File: src/rtl/mem_pkg.sv
// Shared definitions for the SDRAM arbiter clients: state type and bus-size defaults.
package mem_pkg;

    localparam int MEM_AN    = 24;
    localparam int MEM_DN    = 16;
    localparam int MEM_BURST = 8;

    typedef enum logic [2:0] {
        ST_IDLE,
        ST_RD_REQ,
        ST_RD_DATA,
        ST_WR,
        ST_NEXT
    } mem_blit_state_t;

endpackage

File: src/rtl/mem_blit_buf.sv
// BURST x DN staging buffer for one read burst: sequential fill from the arbiter,
// sequential drain towards the write phase, with look-ahead of the next word.
module blit_buf #(
    parameter int DN    = 16,
    parameter int BURST = 8,
    localparam int IW   = (BURST > 1) ? $clog2(BURST) : 1,
    localparam int CW   = $clog2(BURST + 1)
) (
    input  logic          clk_i,
    input  logic          rst_ni,
    input  logic          clear_i,
    input  logic          wr_en_i,
    input  logic [DN-1:0] wr_data_i,
    input  logic          rd_adv_i,
    output logic          wr_last_o,
    output logic [DN-1:0] rd_data_o,
    output logic [DN-1:0] rd_next_o
);

    logic [DN-1:0] mem_q [BURST];
    logic [CW-1:0] wr_cnt_q;
    logic [IW-1:0] rd_idx_q;
    logic [IW-1:0] rd_nxt;
    logic [IW-1:0] wr_idx;

    assign wr_idx    = wr_cnt_q[IW-1:0];
    assign rd_nxt    = (rd_idx_q == IW'(BURST - 1)) ? '0 : rd_idx_q + 1'b1;
    assign wr_last_o = wr_en_i && (wr_cnt_q == CW'(BURST - 1));
    // Write-through so word 0 is visible even when it lands on the final strobe.
    assign rd_data_o = (wr_en_i && (wr_idx == rd_idx_q)) ? wr_data_i : mem_q[rd_idx_q];
    assign rd_next_o = mem_q[rd_nxt];

    always_ff @(posedge clk_i) begin
        if (wr_en_i) begin
            mem_q[wr_idx] <= wr_data_i;
        end
    end

    always_ff @(posedge clk_i or negedge rst_ni) begin
        if (!rst_ni) begin
            wr_cnt_q <= '0;
            rd_idx_q <= '0;
        end else if (clear_i) begin
            wr_cnt_q <= '0;
            rd_idx_q <= '0;
        end else begin
            if (wr_en_i) begin
                wr_cnt_q <= wr_cnt_q + 1'b1;
            end
            if (rd_adv_i) begin
                rd_idx_q <= rd_nxt;
            end
        end
    end

endmodule

File: src/rtl/mem_blit.sv
// Rectangle block-copy client for the SDRAM arbiter: burst reads into blit_buf, single-word writes.
// Optional solid-colour fill mode is enabled by defining MEM_BLIT_FILL_EN.
module mem_blit
    import mem_pkg::*;
#(
    parameter int AN    = MEM_AN,
    parameter int DN    = MEM_DN,
    parameter int BURST = MEM_BURST,
    parameter int WN    = 10,
    parameter int HN    = 9,
    parameter int LS    = 800
) (
    input  logic          clkSYS,
    input  logic          n_reset,
    input  logic          start,
    input  logic [AN-1:0] src,
    input  logic [AN-1:0] dst,
    input  logic [WN-1:0] width,
    input  logic [HN-1:0] height,
`ifdef MEM_BLIT_FILL_EN
    input  logic          fill,
    input  logic [DN-1:0] colour,
`endif
    input  logic [DN-1:0] mem_data,
    input  logic          mem_valid,
    output logic [AN-1:0] req_addr,
    output logic [DN-1:0] req_data,
    output logic          req,
    output logic          req_wr,
    input  logic          req_ack,
    output logic          busy,
    output logic          done
);

    mem_blit_state_t state_q;
    logic [AN-1:0]   src_row_q, dst_row_q, req_addr_q;
    logic [WN-1:0]   col_q, width_q, word_q;
    logic [HN-1:0]   rows_q;
    logic [DN-1:0]   req_data_q, colour_q;
    logic            req_q, req_wr_q, busy_q, done_q, fill_q;

    logic            fill_s;
    logic [DN-1:0]   colour_s;
`ifdef MEM_BLIT_FILL_EN
    assign fill_s   = fill;
    assign colour_s = colour;
`else
    assign fill_s   = 1'b0;
    assign colour_s = '0;
`endif

    logic [WN-1:0] rem, chunk, word_nxt;
    logic [AN-1:0] src_nrow, dst_nrow;
    logic          wr_last;
    logic          buf_last;
    logic [DN-1:0] buf_rd_data, buf_rd_next;

    assign rem      = width_q - col_q;
    assign chunk    = (rem > WN'(BURST)) ? WN'(BURST) : rem;
    assign word_nxt = word_q + 1'b1;
    assign wr_last  = (word_nxt == chunk);
    assign src_nrow = src_row_q + AN'(LS);
    assign dst_nrow = dst_row_q + AN'(LS);

    blit_buf #(.DN(DN), .BURST(BURST)) u_buf (
        .clk_i     (clkSYS),
        .rst_ni    (n_reset),
        .clear_i   (state_q == ST_RD_REQ),
        .wr_en_i   ((state_q == ST_RD_DATA) && mem_valid),
        .wr_data_i (mem_data),
        .rd_adv_i  ((state_q == ST_WR) && req_ack && !fill_q),
        .wr_last_o (buf_last),
        .rd_data_o (buf_rd_data),
        .rd_next_o (buf_rd_next)
    );

    always_ff @(posedge clkSYS or negedge n_reset) begin
        if (!n_reset) begin
            state_q    <= ST_IDLE;
            src_row_q  <= '0;
            dst_row_q  <= '0;
            req_addr_q <= '0;
            col_q      <= '0;
            width_q    <= '0;
            word_q     <= '0;
            rows_q     <= '0;
            req_data_q <= '0;
            colour_q   <= '0;
            req_q      <= 1'b0;
            req_wr_q   <= 1'b0;
            busy_q     <= 1'b0;
            done_q     <= 1'b0;
            fill_q     <= 1'b0;
        end else begin
            done_q <= 1'b0;
            case (state_q)
                ST_IDLE: begin
                    if (start) begin
                        if ((width == '0) || (height == '0)) begin
                            done_q <= 1'b1;
                        end else begin
                            src_row_q <= src;
                            dst_row_q <= dst;
                            col_q     <= '0;
                            word_q    <= '0;
                            width_q   <= width;
                            rows_q    <= height;
                            fill_q    <= fill_s;
                            colour_q  <= colour_s;
                            busy_q    <= 1'b1;
                            req_q     <= 1'b1;
                            if (fill_s) begin
                                state_q    <= ST_WR;
                                req_wr_q   <= 1'b1;
                                req_addr_q <= dst;
                                req_data_q <= colour_s;
                            end else begin
                                state_q    <= ST_RD_REQ;
                                req_wr_q   <= 1'b0;
                                req_addr_q <= src;
                            end
                        end
                    end
                end
                ST_RD_REQ: begin
                    if (req_ack) begin
                        req_q   <= 1'b0;
                        state_q <= ST_RD_DATA;
                    end
                end
                ST_RD_DATA: begin
                    if (buf_last) begin
                        state_q    <= ST_WR;
                        req_q      <= 1'b1;
                        req_wr_q   <= 1'b1;
                        req_addr_q <= dst_row_q + AN'(col_q);
                        req_data_q <= buf_rd_data;
                        word_q     <= '0;
                    end
                end
                ST_WR: begin
                    if (req_ack) begin
                        if (wr_last) begin
                            req_q   <= 1'b0;
                            col_q   <= col_q + chunk;
                            state_q <= ST_NEXT;
                        end else begin
                            word_q     <= word_nxt;
                            req_addr_q <= dst_row_q + AN'(col_q) + AN'(word_nxt);
                            req_data_q <= fill_q ? colour_q : buf_rd_next;
                        end
                    end
                end
                ST_NEXT: begin
                    word_q <= '0;
                    if (col_q < width_q) begin
                        req_q <= 1'b1;
                        if (fill_q) begin
                            state_q    <= ST_WR;
                            req_wr_q   <= 1'b1;
                            req_addr_q <= dst_row_q + AN'(col_q);
                            req_data_q <= colour_q;
                        end else begin
                            state_q    <= ST_RD_REQ;
                            req_wr_q   <= 1'b0;
                            req_addr_q <= src_row_q + AN'(col_q);
                        end
                    end else if (rows_q == HN'(1)) begin
                        rows_q  <= '0;
                        busy_q  <= 1'b0;
                        done_q  <= 1'b1;
                        state_q <= ST_IDLE;
                    end else begin
                        src_row_q <= src_nrow;
                        dst_row_q <= dst_nrow;
                        col_q     <= '0;
                        rows_q    <= rows_q - 1'b1;
                        req_q     <= 1'b1;
                        if (fill_q) begin
                            state_q    <= ST_WR;
                            req_wr_q   <= 1'b1;
                            req_addr_q <= dst_nrow;
                            req_data_q <= colour_q;
                        end else begin
                            state_q    <= ST_RD_REQ;
                            req_wr_q   <= 1'b0;
                            req_addr_q <= src_nrow;
                        end
                    end
                end
                default: state_q <= ST_IDLE;
            endcase
        end
    end

    assign req_addr = req_addr_q;
    assign req_data = req_data_q;
    assign req      = req_q;
    assign req_wr   = req_wr_q;
    assign busy     = busy_q;
    assign done     = done_q;

endmodule

File: config.mk
export PLATFORM = sky130hd
export DESIGN_NAME = mem_blit
export DESIGN_NICKNAME = d
export VERILOG_FILES = /design/src/rtl/mem_pkg.sv /design/src/rtl/mem_blit_buf.sv /design/src/rtl/mem_blit.sv
export SDC_FILE = /design/constraint.sdc
export NUM_CORES = 1
export LEC_CHECK = 0
export ABC_CLOCK_PERIOD_IN_PS = 10800
export BUFFER_PORTS_ARGS = -buffer_cell sky130_fd_sc_hd__buf_2
export CAP_MARGIN = 20
export CORE_UTILIZATION = 60
export CTS_CLUSTER_DIAMETER = 30
export DETAILED_ROUTE_END_ITERATION = 10
export PLACE_DENSITY_LB_ADDON = 0.2
export SETUP_SLACK_MARGIN = 0.4
export SYNTH_ARGS = -nofsm -noshare
export SYNTH_HDL_FRONTEND = slang
export SYNTH_SLANG_ARGS = --single-unit
File: constraint.sdc
create_clock -name clkSYS -period 10.8 [get_ports clkSYS]
set_input_delay 1.62 -clock clkSYS [delete_from_list [all_inputs] [get_ports clkSYS]]
set_output_delay 1.62 -clock clkSYS [all_outputs]
set_load 0.02 [all_outputs]
Yosys cells after proc, flatten, opt, wreduce, memory -nomap -nowiden

Memory sizes are Yosys's and may differ from the RTL's.
Cells that the tools add are included.

Flip-flop bits (word level): 141
Latch bits: 0
Bits in writable memories: 128
Memory bits (read-only): 0
Input port bits: 88
Output and inout port bits: 44
Word-level logic and storage cells: 152
Memories: 1

Memories:

| memory      | depth | bits a word | rd ports | clocked after memory_dff | write ports | RTL line           | text |
|---|---|---|---|---|---|---|---|
| u_buf.mem_q | 8     | 16          | 2        | 0                        | 1           | mem_blit_buf.sv:20 | `logic [DN-1:0] mem_q [BURST];` |

$add $sub $neg: 11
Multipliers: 0
Div/mod/pow operators: 0
Magnitude comparators: 2
Eq/ne operators: 20
Shift operators: 0
Muxes and demuxes: 75
Bitwise logic cells: 1
Reduce and logical (&&, ||, !) cells: 27

Operators by type and width:

| cell                                                           | number |
|---|---|
| 2-to-1 mux 24 bit                                              | 12 |
| 2-to-1 mux 10 bit                                              | 10 |
| case mux 24 bit (2 select lines)                               | 2 |
| case mux 24 bit (4 select lines)                               | 1 |
| adder 24 x 10 -> 24 bit                                        | 3 |
| 2-to-1 mux 16 bit                                              | 4 |
| adder 24 x 10 -> 24 bit, second input constant                 | 2 |
| case mux 10 bit (4 select lines)                               | 1 |
| 2-to-1 mux 9 bit                                               | 4 |
| case mux 16 bit (2 select lines)                               | 1 |
| case mux 10 bit (3 select lines)                               | 1 |
| 2-to-1 mux 3 bit                                               | 9 |
| 2-to-1 mux 1 bit                                               | 22 |
| AND reduction 7 bit                                            | 3 |
| != test 2 bit, second input constant                           | 10 |
| case mux 9 bit (2 select lines)                                | 1 |
| case mux 3 bit (5 select lines)                                | 1 |
| AND reduction 5 bit                                            | 3 |
| AND reduction 6 bit                                            | 2 |
| adder 10 x 1 -> 10 bit, second input constant                  | 1 |
| adder 10 bit                                                   | 1 |
| equality test 10 bit                                           | 1 |
| greater-than comparator 10 x 4 -> 1 bit, second input constant | 1 |
| logical NOT 10 bit                                             | 1 |
| 28 further kinds                                               | 39 |

Logic depth before layout (Yosys ltp)

Depth in word-level cells: 7
Gate-level depth with buffers: 22

Modules after synthesis

Synthesis repeated with hierarchy kept, for this count alone.

Cells, all modules: 1669
Area, all modules: 17591.9 um^2

Modules (own cells, without submodules):

| module   | instances | cells each | area each (um^2) | sequential area each (um^2) |
|---|---|---|---|---|
| mem_blit | 1         | 1343       | 10959.3          | 3353.2 |
| blit_buf | 1         | 326        | 6632.6           | 4018.9 |

Worst setup path before layout

Ideal clock, no wire load.

Path type: reg2reg
Start point: register col_q[1]
End point: register req_addr_q[0], in the netlist req_addr[0]
Setup time: 0.128 ns
Arrival: 3.937 ns
Path slack: 6.736 ns
Cell stages (with the launch flop): 14
Buffers on the path: 1
Cells stage by stage: dfrtp_1 > inv_1 > ha_1 > nor2b_1 > o31a_1 > o2111a_1 > or4_1 > and2_1 > or4_1 > a21o_1 > o31ai_4 > nor2_2 > buf_4 > mux2_1

Cells in the longest elaborated chain, start to end: 6
Elaborated cells on any way between the ends: 10
Those cells by class: 1 x add/sub; 2 x order compare; 3 x eq/ne; 3 x mux; 1 x reduce/logical

RTL lines:

| what                                    | RTL line        | text |
|---|---|---|
| start, declared                         | mem_blit.sv:37  | `logic [WN-1:0] col_q, width_q, word_q;` |
| start signal, assigned                  | mem_blit.sv:145 | `col_q <= col_q + chunk;` |
| subtractor 10 bit                       | mem_blit.sv:58  | `assign rem = width_q - col_q;` |
| greater-than comparator 10 x 4 -> 1 bit | mem_blit.sv:59  | `assign chunk = (rem > WN'(BURST)) ? WN'(BURST) : rem;` |
| 2-to-1 mux 10 bit                       | mem_blit.sv:59  |  |
| equality test 10 bit                    | mem_blit.sv:61  | `assign wr_last = (word_nxt == chunk);` |
| != test 2 bit (no line)                 | --              |  |
| AND reduction 7 bit (no line)           | --              |  |
| end signal, assigned                    | mem_blit.sv:115 | `req_addr_q <= dst;` |
| end signal, assigned                    | mem_blit.sv:120 | `req_addr_q <= src;` |
| end signal, assigned                    | mem_blit.sv:136 | `req_addr_q <= dst_row_q + AN'(col_q);` |
| end, declared                           | mem_blit.sv:36  | `logic [AN-1:0] src_row_q, dst_row_q, req_addr_q;` |

Several ways; a longest one is shown, not always the timed one.
A chain may end at the register's enable or synchronous reset.

Final worst setup path

Ends and elaborated chain as after synthesis.

==> impl_metrics.csv <==
group,metric,value,unit
run_status,status,"complete, no violations",
timing,slew_violations,0,
timing,tightestPinTransition,1.05,ns
cts,cts_tree,"built",
yosys,syn_avg_cell_area,10.1,µm²
worst_hold_path,hold_depth,1,
yosys,synth_top_cell_area_share,22.7,%
critical_path,slowest_stage,"o31ai_4",
power_and_ir_drop,p_sw,0.00230,W
timing,totalNegativeSetupSlack,0,ns
yosys,synth_flop_cell,"dfrtp_1",
critical_path,crit_family,"compound AO/OA/AOI/OAI gates",
yosys,yosysTopAreaCell,"edfxtp_1",
drt,drtAntennaViolNets,0,
timing,min_period,4.97,ns
final_layout,syn_to_final_growth,18.7,%
floorplan,coreArea,0.0278,mm²
drt,drt-total-wl,47500,µm
power_and_ir_drop,power_frac_comb,41.0,%
timing,final_hold_viol_count,0,
yosys,yosysWarnings,0,
drt,dr_total_vias,14214,
floorplan,design.die.area,0.0289,mm²
power_and_ir_drop,pwr-share-seq,27.0,%
worst_hold_path,hold_class,"flip-flop to flip-flop",
critical_path,max_stage_delay,0.63,ns
cts,htreeDepth,2,
power_and_ir_drop,leakage,8.14,nW
timing,min_period_over_period,46.1,%
cts,cts.clk_slew.worst_paths,0.05,ns
yosys,synth_commonest_cells,"168 x nand2_1, 141 x dfrtp_1, 128 x edfxtp_1",
floorplan,floorplan.rows,61,
critical_path,worstPathRequired,11.24,ns
critical_path,worstPathCellList,"inv_1, fa_1, a211oi_1, o21ai_1, a31oi_1, xor2_1, o2111ai_1, or4_1, a21o_1, o31ai_4, nor2_2, buf_8, mux2_1",
global_route,grtUsageTotal,33.1,%
power_and_ir_drop,p_int,0.00359,W
critical_path,reg2reg_depth,13,
cts,cts.repair.resized,0,
yosys,synth_most_common_cell,"nand2_1",
drt,drtIter0Drc,1339,
global_route,grt_pass1_vias,13896,
worst_hold_path,min_from,"req_addr[19]",
floorplan,die_y,170,µm
timing,finalSetupViolCount,0,
global_route,antenna_found_initial,4,
drt,routedWlPerCell,21.3,µm
power_and_ir_drop,sw_frac_of_total,39.1,%
yosys,syn_area,0.0169,mm²
cts,clock_path_buffers,3,
critical_path,critPathKind,"flip-flop to flip-flop",
global_route,grt_overflow,0,
timing,holdWs,0.480,ns
yosys,ys_ff_latch,269,
final_layout,finalNetCount,1944,
timing,slew_headroom,30.1,%
timing,fmax,201,MHz
critical_path,cp-start-kind,"flip-flop",
critical_path,reg2reg_slack,5.83,ns
critical_path,endpoint_kind,"flip-flop",
cts,cts_buffers,61,
worst_hold_path,min_to,"req_addr[19]",
floorplan,start_util,60.9,%
critical_path,cp_max_fo,15,
yosys,synth.distinct_cells,71,
placed_design,io_buffer_count,131,
global_route,grt_max_degree,90,
yosys,synth.area.top_cells,"edfxtp_1 23%, dfrtp_1 21%, mux4_2 6.4%",
yosys,synth_edf_count,128,
placed_design,dp_hpwl,30700,µm
critical_path,cp.arrival,5.42,ns
power_and_ir_drop,total_power,0.00589,W
yosys,ys_async_sr_fraction,52.4,%
critical_path,reg2reg_to,"req_addr[0]",
global_route,grt_pass1_wl,73700,µm
power_and_ir_drop,max-vdd-ir-drop,0.197,mV
critical_path,path_buf_inv,2,
job,cap_violations,0,
placed_design,gp_congestion,0.965,
timing,fin_skew,0.0283,ns
critical_path,timing.rr.start,"col_q[1]",
power_and_ir_drop,power_frac_clock,32.0,%
drt,drcViolationCount,0,
cts,root_buffer,"clkbuf_16",
power_and_ir_drop,p_per_area,293,mW/mm²
yosys,synth_cells,1669,
drt,firstDrtPassIters,5,
floorplan,die_w,170,µm
yosys,yosysSeqAreaShare,43.6,%
cts,clock_latency,0.58,ns
drt,drt-vias-per-instance,6.38,
timing,rsz0062_at_grt,"no",
cts,cts_sinks,269,
final_layout,drive_above_1_share,20.1,%
cts,ctsHoldBuffers,0,
floorplan,io_pins,132,
cts,post-cts-setup-buffers,0,
[state kept, by name, summed over array words and instances (netlist names)]
register        cells
u_buf.mem_q       128
req_data           16
req_wr              1
word_q             10
busy                1
col_q              10
done                1
req                 1
u_buf.wr_cnt_q      4
u_buf.rd_idx_q      3
width_q            10
src_row_q          24
req_addr           24
state_q             3
rows_q              9
dst_row_q          24
[worst max path at each step]
stage	end	startpoint	slack, ns	cells past startpoint
floorplan	req_addr[0]	col_q[1]	6.74	13
global placement	req_addr[9]	col_q[1]	5.98	11
detailed placement	req_addr[4]	col_q[1]	5.83	12
CTS	req_addr[4]	col_q[1]	5.80	12
global route	col_q[9]	col_q[1]	5.58	19
finish	req_addr[0]	col_q[1]	5.83	13
[cell families (layout without fill, tap and decap cells)]
kind of cell             after synthesis  in the layout  share of synthesized area, %
AND/OR/NAND/NOR                      508            508                          14.0
AO/OA/AOI/OAI                        429            429                          15.9
flip-flops                           269            269                          43.6
multiplexers                         176            176                          14.3
buffers and inverters                145            319                          3.25
XOR/XNOR                              80             80                          4.14
adder cells (fa/ha/maj)               61             61                          4.73
other                                  1              8                        0.0222
[cell usage in the layout (no fill, tap or decap), drive strengths merged, types with 6 or more instances in the layout]
master and count:
a211oi 17, a21o 17, a21oi 114, a22o 12
a22oi 6, a31oi 20, and2 12, and3 19
buf 158, bufinv 9, clkbuf 68, clkinv 25
clkinvlp 6, dfrtp 141, edfxtp 128, ha 56
inv 53, mux2 49, mux2i 79, mux4 48
nand2 168, nand2b 12, nand3 59, nand4 12
nor2 118, nor2b 21, nor3 38, nor4 17
o211ai 29, o21a 8, o21ai 122, o221ai 6
o22ai 18, o31ai 14, or2 9, or3 9
xnor2 54, xor2 26
[power groups by stage]
stage	Sequential, W	Clock (W)	Combinational [W]
6_report	0.00159	0.00189	0.00241
4_1_cts	0.00158	0.00190	0.00238
3_3_place_gp	0.00159	0	0.00231
3_5_place_dp	0.00159	0	0.00236
5_1_grt	0.00162	0.00195	0.00262
2_1_floorplan	0.00157	0	0.00173
[layout make-up]
class / instances / area [µm²]
Inverter: 46 / 173
Antenna cell: 3 / 7.51
Clock buffer: 68 / 1570
Timing Repair Buffer: 158 / 872
Tap cell: 378 / 473
Multi-Input combinational cell: 1259 / 9060
Fill cell: 2007 / 7700
Sequential cell: 269 / 7370
Clock inverter: 47 / 547
[routing by layer]
layer,wire length [µm],global-route usage [%],vias to the layer above
li1,-,-,6539
met1,18900,41.8,6946
met2,22900,55.2,611
met3,3810,5.88,118
met4,1920,16.0,0
met5,0,0,-
[through the flow]
stage	area (µm²)	cells	worst slack (ns)	utilization, %
2_1_floorplan	16900	1673	6.74	-
3_3_place_gp	17900	2109	5.98	64.6
3_5_place_dp	17900	2109	5.83	64.6
4_1_cts	20100	2224	5.80	72.2
5_1_grt	20100	2227	5.58	72.3
6_report	20100	2228	5.83	72.3
[worst register-to-register path: cells and delay by family (launching register included)]
family | cells | cell delay [ns]
compound gates | 6 | 2.08
xor+xnor | 1 | 0.25
simple gates | 2 | 0.83
mux | 1 | 0.32
buf+inv | 2 | 0.43
fa+ha+maj | 1 | 0.53
flops | 1 | 0.42
No activity file was read; power rests on OpenSTA's default activity.
